**src/rtl/wb_uart_stream_master_if.sv**
```systemverilog
// Wishbone pipelined bus bundle between wb_uart_stream_master and the UART
// register slave. Carries the bus clock and the synchronous active-high reset.
//   clk, rst      : clock and reset, driven by the environment
//   cyc, stb, we  : master cycle, strobe and write enable
//   adr, sel      : byte address and byte lane selects
//   dat_o         : master write data
//   dat_i         : slave read data
//   ack, stall    : slave acknowledge and pipeline stall
//   err           : slave error termination
interface wb_if;
  logic        clk;
  logic        rst;
  logic        cyc;
  logic        stb;
  logic        we;
  logic [31:0] adr;
  logic [3:0]  sel;
  logic [31:0] dat_o;
  logic [31:0] dat_i;
  logic        ack;
  logic        stall;
  logic        err;

  modport master (
    input  clk, rst, dat_i, ack, stall, err,
    output cyc, stb, we, adr, sel, dat_o
  );

  modport slave (
    input  clk, rst, cyc, stb, we, adr, sel, dat_o,
    output dat_i, ack, stall, err
  );
endinterface

```
**src/rtl/wb_uart_stream_master.sv**
```systemverilog
// Wishbone pipelined master that drives a UART register slave from two byte
// streams. It polls the FIFO status register, drains one RX byte into a
// one-entry output register and writes at most one TX byte per poll round.
// Register map: 0x0 setup, 0x4 FIFO status, 0x8 RX data, 0xC TX data.
// Ports:
//   wb          : Wishbone master (clk/rst are carried in the interface)
//   tx_data_i   : byte to transmit
//   tx_valid_i  : tx_data_i valid
//   tx_ready_o  : byte accepted this cycle
//   rx_data_o   : received byte
//   rx_flags_o  : RX register bits [12:9] captured with the byte
//   rx_valid_o  : rx_data_o valid, held until rx_ready_i
//   rx_ready_i  : consumer accepts the byte
//   bus_err_o   : sticky, set on wb.err or ack timeout
//   dbg_state   : current FSM state
// Stream handshakes: a byte moves on a cycle where valid and ready are both
// high at the clock edge. valid never waits for ready; once rx_valid_o is high
// it and the byte stay put until the edge where rx_ready_i is high. tx_ready_o
// may depend combinationally on tx_valid_i.
module wb_uart_stream_master #(
  parameter logic [30:0] SETUP_VALUE = 31'd25,
  parameter bit          WRITE_SETUP = 1'b0,
  parameter int          POLL_GAP    = 16,
  parameter int          ACK_TIMEOUT = 255
) (
  wb_if.master       wb,
  input  logic [7:0] tx_data_i,
  input  logic       tx_valid_i,
  output logic       tx_ready_o,
  output logic [7:0] rx_data_o,
  output logic [3:0] rx_flags_o,
  output logic       rx_valid_o,
  input  logic       rx_ready_i,
  output logic       bus_err_o,
  output logic [2:0] dbg_state
);

  localparam int GW = (POLL_GAP > 0) ? $clog2(POLL_GAP + 1) : 1;
  localparam int TW = (ACK_TIMEOUT > 0) ? $clog2(ACK_TIMEOUT + 1) : 1;

  localparam logic [31:0] ADR_SETUP = 32'h0;
  localparam logic [31:0] ADR_STAT  = 32'h4;
  localparam logic [31:0] ADR_RX    = 32'h8;
  localparam logic [31:0] ADR_TX    = 32'hC;

  typedef enum logic [2:0] {
    S_SETUP, S_GAP, S_STAT, S_DECIDE, S_RXRD, S_TXWR
  } state_t;

  state_t        state_q, state_d;
  logic          cyc_q, cyc_d, stb_q, stb_d, we_q, we_d;
  logic [31:0]   adr_q, adr_d, dat_q, dat_d;
  logic [GW-1:0] gap_q, gap_d;
  logic [TW-1:0] to_q, to_d;
  logic          rx_avail_q, rx_avail_d, tx_room_q, tx_room_d;
  logic [7:0]    rx_data_q, rx_data_d;
  logic [3:0]    rx_flags_q, rx_flags_d;
  logic          rx_valid_q, rx_valid_d, bus_err_q, bus_err_d;
  logic          done, fail;

  // Status/RX register bits this master does not look at.
  logic unused_dat;
  assign unused_dat = ^{wb.dat_i[31:17], wb.dat_i[15:13]};

  assign wb.cyc     = cyc_q;
  assign wb.stb     = stb_q;
  assign wb.we      = we_q;
  assign wb.adr     = adr_q;
  assign wb.sel     = 4'hF;
  assign wb.dat_o   = dat_q;
  assign rx_data_o  = rx_data_q;
  assign rx_flags_o = rx_flags_q;
  assign rx_valid_o = rx_valid_q;
  assign bus_err_o  = bus_err_q;
  assign dbg_state  = state_q;

  always_ff @(posedge wb.clk) begin
    if (wb.rst) begin
      state_q    <= WRITE_SETUP ? S_SETUP : S_GAP;
      cyc_q      <= 1'b0;
      stb_q      <= 1'b0;
      we_q       <= 1'b0;
      adr_q      <= '0;
      dat_q      <= '0;
      gap_q      <= '0;
      to_q       <= '0;
      rx_avail_q <= 1'b0;
      tx_room_q  <= 1'b0;
      rx_data_q  <= '0;
      rx_flags_q <= '0;
      rx_valid_q <= 1'b0;
      bus_err_q  <= 1'b0;
    end else begin
      state_q    <= state_d;
      cyc_q      <= cyc_d;
      stb_q      <= stb_d;
      we_q       <= we_d;
      adr_q      <= adr_d;
      dat_q      <= dat_d;
      gap_q      <= gap_d;
      to_q       <= to_d;
      rx_avail_q <= rx_avail_d;
      tx_room_q  <= tx_room_d;
      rx_data_q  <= rx_data_d;
      rx_flags_q <= rx_flags_d;
      rx_valid_q <= rx_valid_d;
      bus_err_q  <= bus_err_d;
    end
  end

  always_comb begin
    state_d    = state_q;
    cyc_d      = cyc_q;
    stb_d      = stb_q;
    we_d       = we_q;
    adr_d      = adr_q;
    dat_d      = dat_q;
    gap_d      = gap_q;
    to_d       = to_q;
    rx_avail_d = rx_avail_q;
    tx_room_d  = tx_room_q;
    rx_data_d  = rx_data_q;
    rx_flags_d = rx_flags_q;
    rx_valid_d = rx_valid_q;
    bus_err_d  = bus_err_q;
    tx_ready_o = 1'b0;
    done       = 1'b0;
    fail       = 1'b0;

    // Consumer take; a byte loaded in the same cycle below overrides this.
    if (rx_valid_q && rx_ready_i) rx_valid_d = 1'b0;

    // Single outstanding transfer. The timeout counter is loaded with 1 on
    // the acceptance edge, so the abort lands ACK_TIMEOUT edges later.
    // ack/err are only honoured while cyc is high; late ones are ignored.
    if (cyc_q) begin
      if (stb_q && !wb.stall) begin
        stb_d = 1'b0;
        to_d  = TW'(1);
      end
      if (wb.ack) done = 1'b1;
      else if (wb.err) fail = 1'b1;
      else if (!stb_q) begin
        if (to_q == TW'(ACK_TIMEOUT)) fail = 1'b1;
        else to_d = to_q + TW'(1);
      end
      if (done || fail) begin
        cyc_d = 1'b0;
        stb_d = 1'b0;
      end
    end

    // In every bus state the entry cycle has cyc=0 (the mandatory idle
    // cycle); the request is launched on the edge that ends it.
    case (state_q)
      S_SETUP: begin
        if (!cyc_q) begin
          cyc_d = 1'b1; stb_d = 1'b1; we_d = 1'b1;
          adr_d = ADR_SETUP; dat_d = {1'b0, SETUP_VALUE};
        end else if (done) begin
          state_d = S_GAP; gap_d = '0;
        end
      end
      S_GAP: begin
        if (gap_q == GW'(POLL_GAP)) state_d = S_STAT;
        else gap_d = gap_q + GW'(1);
      end
      S_STAT: begin
        if (!cyc_q) begin
          cyc_d = 1'b1; stb_d = 1'b1; we_d = 1'b0;
          adr_d = ADR_STAT; dat_d = '0;
        end else if (done) begin
          rx_avail_d = wb.dat_i[16];
          tx_room_d  = wb.dat_i[0];
          state_d    = S_DECIDE;
        end
      end
      S_DECIDE: begin
        if (rx_avail_q && !rx_valid_q) state_d = S_RXRD;
        else if (tx_room_q && tx_valid_i) state_d = S_TXWR;
        else begin
          state_d = S_GAP; gap_d = '0;
        end
      end
      S_RXRD: begin
        if (!cyc_q) begin
          cyc_d = 1'b1; stb_d = 1'b1; we_d = 1'b0;
          adr_d = ADR_RX; dat_d = '0;
        end else if (done) begin
          // Bit 8 set means the FIFO was empty after all: drop the word.
          if (!wb.dat_i[8]) begin
            rx_data_d  = wb.dat_i[7:0];
            rx_flags_d = wb.dat_i[12:9];
            rx_valid_d = 1'b1;
          end
          if (tx_room_q && tx_valid_i) state_d = S_TXWR;
          else begin
            state_d = S_GAP; gap_d = '0;
          end
        end
      end
      S_TXWR: begin
        if (!cyc_q) begin
          // Byte taken only on the entry cycle; if the source withdrew it,
          // the round simply ends.
          if (tx_valid_i && !wb.rst) begin
            tx_ready_o = 1'b1;
            cyc_d = 1'b1; stb_d = 1'b1; we_d = 1'b1;
            adr_d = ADR_TX; dat_d = {24'h0, tx_data_i};
          end else begin
            state_d = S_GAP; gap_d = '0;
          end
        end else if (done) begin
          state_d = S_GAP; gap_d = '0;
        end
      end
      default: begin
        state_d = S_GAP; gap_d = '0;
      end
    endcase

    // err or timeout aborts the whole round.
    if (fail) begin
      bus_err_d = 1'b1;
      state_d   = S_GAP;
      gap_d     = '0;
    end
  end

endmodule

```
**src/flat_wrapper.sv**
```systemverilog
// flat-port wrapper written by rule: the top's interface ports become plain ports
module wb_uart_stream_master_flat 
#(
  parameter logic [30:0] SETUP_VALUE = 31'd25,
  parameter bit          WRITE_SETUP = 1'b0,
  parameter int          POLL_GAP    = 16,
  parameter int          ACK_TIMEOUT = 255
)
  (tx_data_i, tx_valid_i, tx_ready_o, rx_data_o, rx_flags_o, rx_valid_o, rx_ready_i, bus_err_o, dbg_state, wb_clk, wb_rst, wb_dat_i, wb_ack, wb_stall, wb_err, wb_cyc, wb_stb, wb_we, wb_adr, wb_sel, wb_dat_o);
  wb_if wb_i ();
  input  logic [7:0] tx_data_i;
  input  logic tx_valid_i;
  output logic tx_ready_o;
  output logic [7:0] rx_data_o;
  output logic [3:0] rx_flags_o;
  output logic rx_valid_o;
  input  logic rx_ready_i;
  output logic bus_err_o;
  output logic [2:0] dbg_state;
  input wire logic [$bits(wb_i.clk)-1:0] wb_clk;
  input wire logic [$bits(wb_i.rst)-1:0] wb_rst;
  input wire logic [$bits(wb_i.dat_i)-1:0] wb_dat_i;
  input wire logic [$bits(wb_i.ack)-1:0] wb_ack;
  input wire logic [$bits(wb_i.stall)-1:0] wb_stall;
  input wire logic [$bits(wb_i.err)-1:0] wb_err;
  output wire logic [$bits(wb_i.cyc)-1:0] wb_cyc;
  output wire logic [$bits(wb_i.stb)-1:0] wb_stb;
  output wire logic [$bits(wb_i.we)-1:0] wb_we;
  output wire logic [$bits(wb_i.adr)-1:0] wb_adr;
  output wire logic [$bits(wb_i.sel)-1:0] wb_sel;
  output wire logic [$bits(wb_i.dat_o)-1:0] wb_dat_o;
  assign wb_i.clk = wb_clk;
  assign wb_i.rst = wb_rst;
  assign wb_i.dat_i = wb_dat_i;
  assign wb_i.ack = wb_ack;
  assign wb_i.stall = wb_stall;
  assign wb_i.err = wb_err;
  assign wb_cyc = wb_i.cyc;
  assign wb_stb = wb_i.stb;
  assign wb_we = wb_i.we;
  assign wb_adr = wb_i.adr;
  assign wb_sel = wb_i.sel;
  assign wb_dat_o = wb_i.dat_o;
  wb_uart_stream_master #(.SETUP_VALUE(SETUP_VALUE), .WRITE_SETUP(WRITE_SETUP), .POLL_GAP(POLL_GAP), .ACK_TIMEOUT(ACK_TIMEOUT)) u_core (.wb(wb_i), .tx_data_i(tx_data_i), .tx_valid_i(tx_valid_i), .tx_ready_o(tx_ready_o), .rx_data_o(rx_data_o), .rx_flags_o(rx_flags_o), .rx_valid_o(rx_valid_o), .rx_ready_i(rx_ready_i), .bus_err_o(bus_err_o), .dbg_state(dbg_state));
endmodule
```
**config.mk**
```make
export PLATFORM = sky130hd
export DESIGN_NAME = wb_uart_stream_master_flat
export DESIGN_NICKNAME = d
export VERILOG_FILES = /design/src/rtl/wb_uart_stream_master_if.sv /design/src/rtl/wb_uart_stream_master.sv /design/src/flat_wrapper.sv
export SDC_FILE = /design/constraint.sdc
export NUM_CORES = 1
export LEC_CHECK = 0
export ABC_CLOCK_PERIOD_IN_PS = 1900
export CAP_MARGIN = 20
export CORE_ASPECT_RATIO = 0.8
export CORE_MARGIN = 5
export CORE_UTILIZATION = 30
export DETAILED_ROUTE_END_ITERATION = 8
export SLEW_MARGIN = 0
export SYNTH_ARGS = -nofsm -noshare
export SYNTH_HDL_FRONTEND = slang
export SYNTH_SLANG_ARGS = --single-unit
```
**constraint.sdc**
```tcl
create_clock -name wb_clk -period 1.9 [get_ports wb_clk]
set_input_delay 0.285 -clock wb_clk [delete_from_list [all_inputs] [get_ports wb_clk]]
set_output_delay 0.285 -clock wb_clk [all_outputs]
set_load 0.01 [all_outputs]
```
==> results of run 1 <==
-- layer usage --
layer / track usage [%] / share of wire (%) / vias up
met4: 2.27 / 0.12 / 0
met1: 15.2 / 48 / 1042
met3: 3.69 / 7.3 / 2
met2: 17.4 / 45 / 70
met5: 0 / 0 / -
li1: - / - / 1206
-- Yosys cell counts, types with 5 or more instances --
cell      number  area share (%)
buf_4         59              17
nand2_1       46             6.6
dfxtp_1       45              34
a21oi_1       36             6.9
nor2_1        22             3.2
nor3_1        11             2.1
nand3_1       10             1.9
buf_2          6             1.1
inv_1          6            0.86
o21ai_0        6             1.1
a211oi_1       5             1.4
nor2b_1        5             1.2
-- flip-flops by register name, indices dropped and copies added (netlist names) --
name               count
u_core.wb.dat_o        8
u_core.wb.stb          1
u_core.wb.cyc          1
u_core.dbg_state       3
u_core.wb.adr          2
u_core.rx_data_o       8
u_core.rx_valid_o      1
u_core.to_q            8
u_core.wb.we           1
u_core.bus_err_o       1
u_core.rx_flags_o      4
u_core.gap_q           5
u_core.rx_avail_q      1
u_core.tx_room_q       1
-- power by group through the flow --
| stage | Combinational (mW) | Sequential (mW) | Clock (mW) |
|---|---|---|---|
| finish | 0.996 | 1.13 | 0.542 |
| global placement | 0.962 | 1.14 | 0 |
| CTS | 0.971 | 1.12 | 0.579 |
| detailed placement | 0.965 | 1.14 | 0 |
| global route | 1.10 | 1.15 | 0.613 |
| floorplan | 0.564 | 1.15 | 0 |
-- cell families (layout without fill, tap and decap cells) --
logic type                 after synthesis  count (layout)  synth area share, %
AOI/OAI and AO/OA                       72              72                 18.0
xor gates and xnor gates                 1               1                0.335
adders and majority gates                3               3                 1.44
buffers and inverters                   79             113                 20.4
DFF                                     45              45                 34.4
muxes                                    2               2                0.766
other                                    2              58                0.287
and+or+nand+nor                        124             124                 24.3
-- worst max-delay path, stage by stage (launching register included) --
cell      delay (ns)
dfxtp_1         0.34
inv_1           0.05
ha_1            0.16
nor4bb_1        0.13
buf_4           0.15
a221oi_4        0.29
nand3b_4        0.13
or3_1           0.37
a21oi_1         0.15
-- how the worst max path moves through the flow --
| stage | from | end | slack [ns] |
|---|---|---|---|
| 2_1_floorplan | u_core.gap_q[0]$_SDFFE_PP0P_ | u_core.gap_q[1]$_SDFFE_PP0P_ | 0.21 |
| 3_3_place_gp | wb_rst | tx_ready_o | -0.30 |
| 3_5_place_dp | wb_rst | u_core.gap_q[4]$_SDFFE_PP0P_ | -0.27 |
| 4_1_cts | u_core.dbg_state[1]$_SDFFE_PP0P_ | dbg_state[1] | 0.007 |
| 5_1_grt | u_core.to_q[0]$_SDFFE_PP0P_ | u_core.gap_q[4]$_SDFFE_PP0P_ | -0.03 |
| 6_report | u_core.gap_q[1]$_SDFFE_PP0P_ | u_core.gap_q[1]$_SDFFE_PP0P_ | 0.06 |
-- what timing repair did --
item,CTS,global route
setup endpoints to repair,1,7
gates resized for setup,1,14
setup buffers,0,0
-- area by class of cell --
| class | count | area [um2] |
|---|---|---|
| clock inverter | 1 | 5.00 |
| clock buffer | 5 | 68.8 |
| tap | 112 | 140 |
| fill | 914 | 5000 |
| multi-input combinational | 260 | 1440 |
| timing repair buffer | 100 | 900 |
| inverter | 7 | 26.3 |
| sequential | 45 | 906 |
-- per-stage QoR --
step                setup TNS [ns]  hold WS, ns  power [mW]  instances  utilization [%]
floorplan                        0        0.412        1.71        384                -
global placement             -2.60        0.442        2.10        524             39.6
detailed placement           -2.66        0.446        2.10        524             39.6
CTS                              0        0.458        2.67        530             40.5
global route               -0.0870        0.480        2.86        530             41.1
finish                           0        0.455        2.67        530             41.1
==> summary.md, run 1 <==
| Metric | Value |
|---|---|
| Status | `complete, no violations` |
| Layout area overhead | `33.3%` |
| Worst EP arrival | `2.06 ns` |
| Max frequency | `545 MHz` |
| Power Internal | `1.77 mW` |
| Post-route ant nets | `0` |
| Final period util | `96.6%` |
| Pwr/cell area | `765 nW/um2` |
| Final non-filler cell area | `3490 um2` |
| DRC Markers | `0` |
| Post-Synthesis Cells | `328` |
| Io pins | `136` |
| HP Class | `reg2reg` |
| Pleak | `1.39 nW` |
| Avg Inst Size Synth | `7.97 um2` |
| GR Util All Layers | `11.2%` |
| Routed via count | `2320` |
| Die X | `114 um` |
| Final Hold Fails | `0` |
| First-pass DRT Iterations | `4` |
| H-tree lvl count | `2` |
| CP Max Fanout | `5` |
| Diode count | `0` |
| Commonest non-fill, non-tap cells in the layout | `conb_1, clkdlybuf4s50_1, nand2_1` |
| Crit path capture type | `flop` |
| Largest net degree at the start of global routing | `41` |
| Routed WL per cell | `12.2 um` |
| CTS tree | `built` |
| CTS buffer count | `5` |
| Critical path class | `reg2reg` |
| Share of layout cells above drive strength 1 | `16.5%` |
| Placed Area | `3360 um2` |
| Setup slack, reg-to-reg | `0.06 ns` |
| Data required, critical path | `2.13 ns` |
| GR Overflow Total | `0` |
| Maximum clock insertion buffer count | `2` |
| Netlist Area Pre-Place | `2620 um2` |
| Synth warn | `0` |
| Sequential power share | `42.3%` |
| Post-layout minimum cycle time | `1.84 ns` |
| Seq cells post-synth | `45` |
| FP Rows | `30` |
| Fraction of registers with async set/reset | `0%` |
| I/O Buffers | `59` |
| Clock Pin Slew Worst Setup and Hold Paths | `0.08 ns` |
| Hpwl dp | `4960 um` |
| Clock network power share | `20.3%` |
| Reg2Reg Depth | `8` |
| Main synth FF type | `dfxtp_1` |
| Number of flops mapped to enable cells by yosys | `0` |
| Clk sink count | `45` |
| Hold Startpoint | `u_core.wb.adr[3]$_SDFFE_PP0P_` |
| Cell count of the worst hold path | `2` |
| Logic pwr share | `37.3%` |
| Antenna violations before repair | `0` |
| Initial drt markers | `146` |
| Reg-to-reg endpoint | `u_core.gap_q[1]$_SDFFE_PP0P_` |
| # hold bufs at CTS | `0` |
| Cell variety after synth | `55` |
| Number of global-route vias before repair | `2110` |
| Sw Share | `33.7%` |
| Clk Latency, worst-skew pair | `0.29 ns` |
| Worst slack at placement | `-0.273 ns` |
| Core box area | `8480 um2` |
| R2R Path Start | `u_core.gap_q[1]$_SDFFE_PP0P_` |
| Sw Pwr | `0.898 mW` |
| Hold Crit Endpoint | `u_core.wb.adr[3]$_SDFFE_PP0P_` |
| Seq/Total Area, Yosys | `34.4%` |
| Initial core utilization | `30.8%` |
| Setup violators final | `0` |
| Die extent in y | `93.5 um` |
| Total of max-cap violations | `0` |
| Slew Limit Fails | `0` |
| Final Wtd Congestion | `0.813` |
| Startpoint Class | `flop` |
| Setup WS post-layout | `0.0646 ns` |
| Setup Skew | `0.00311 ns` |
| First-pass GRT wire length | `9960 um` |
| Root buf cell | `clkbuf_8` |
| Nets | `469` |
| Most common cell after layout, fill and taps aside | `conb_1` |
| WL final | `6460 um` |
| Worst vdd ir | `0.450 mV` |
| Drt via density | `4.38` |
| DIE AREA | `10700 um2` |
No activity file was read; power rests on OpenSTA's default activity.
==> run 2: changes to the inputs <==
--- a/config.mk
+++ b/config.mk
@@ -10,6 +10,7 @@
 export CORE_ASPECT_RATIO = 0.8
 export CORE_MARGIN = 5
 export CORE_UTILIZATION = 30
+export CTS_CLUSTER_DIAMETER = 60
 export DETAILED_ROUTE_END_ITERATION = 8
 export SLEW_MARGIN = 0
 export SYNTH_ARGS = -nofsm -noshare
==> results of run 2 <==
Final layout, timing and power as in run 1 (identical DEF).
==> run 3: changes to the inputs <==
--- a/config.mk
+++ b/config.mk
@@ -12,7 +12,7 @@
 export CORE_UTILIZATION = 30
 export CTS_CLUSTER_DIAMETER = 60
 export DETAILED_ROUTE_END_ITERATION = 8
-export SLEW_MARGIN = 0
+export SLEW_MARGIN = 20
 export SYNTH_ARGS = -nofsm -noshare
 export SYNTH_HDL_FRONTEND = slang
 export SYNTH_SLANG_ARGS = --single-unit
==> results of run 3 <==
Final layout, timing and power as in run 1 (identical DEF).
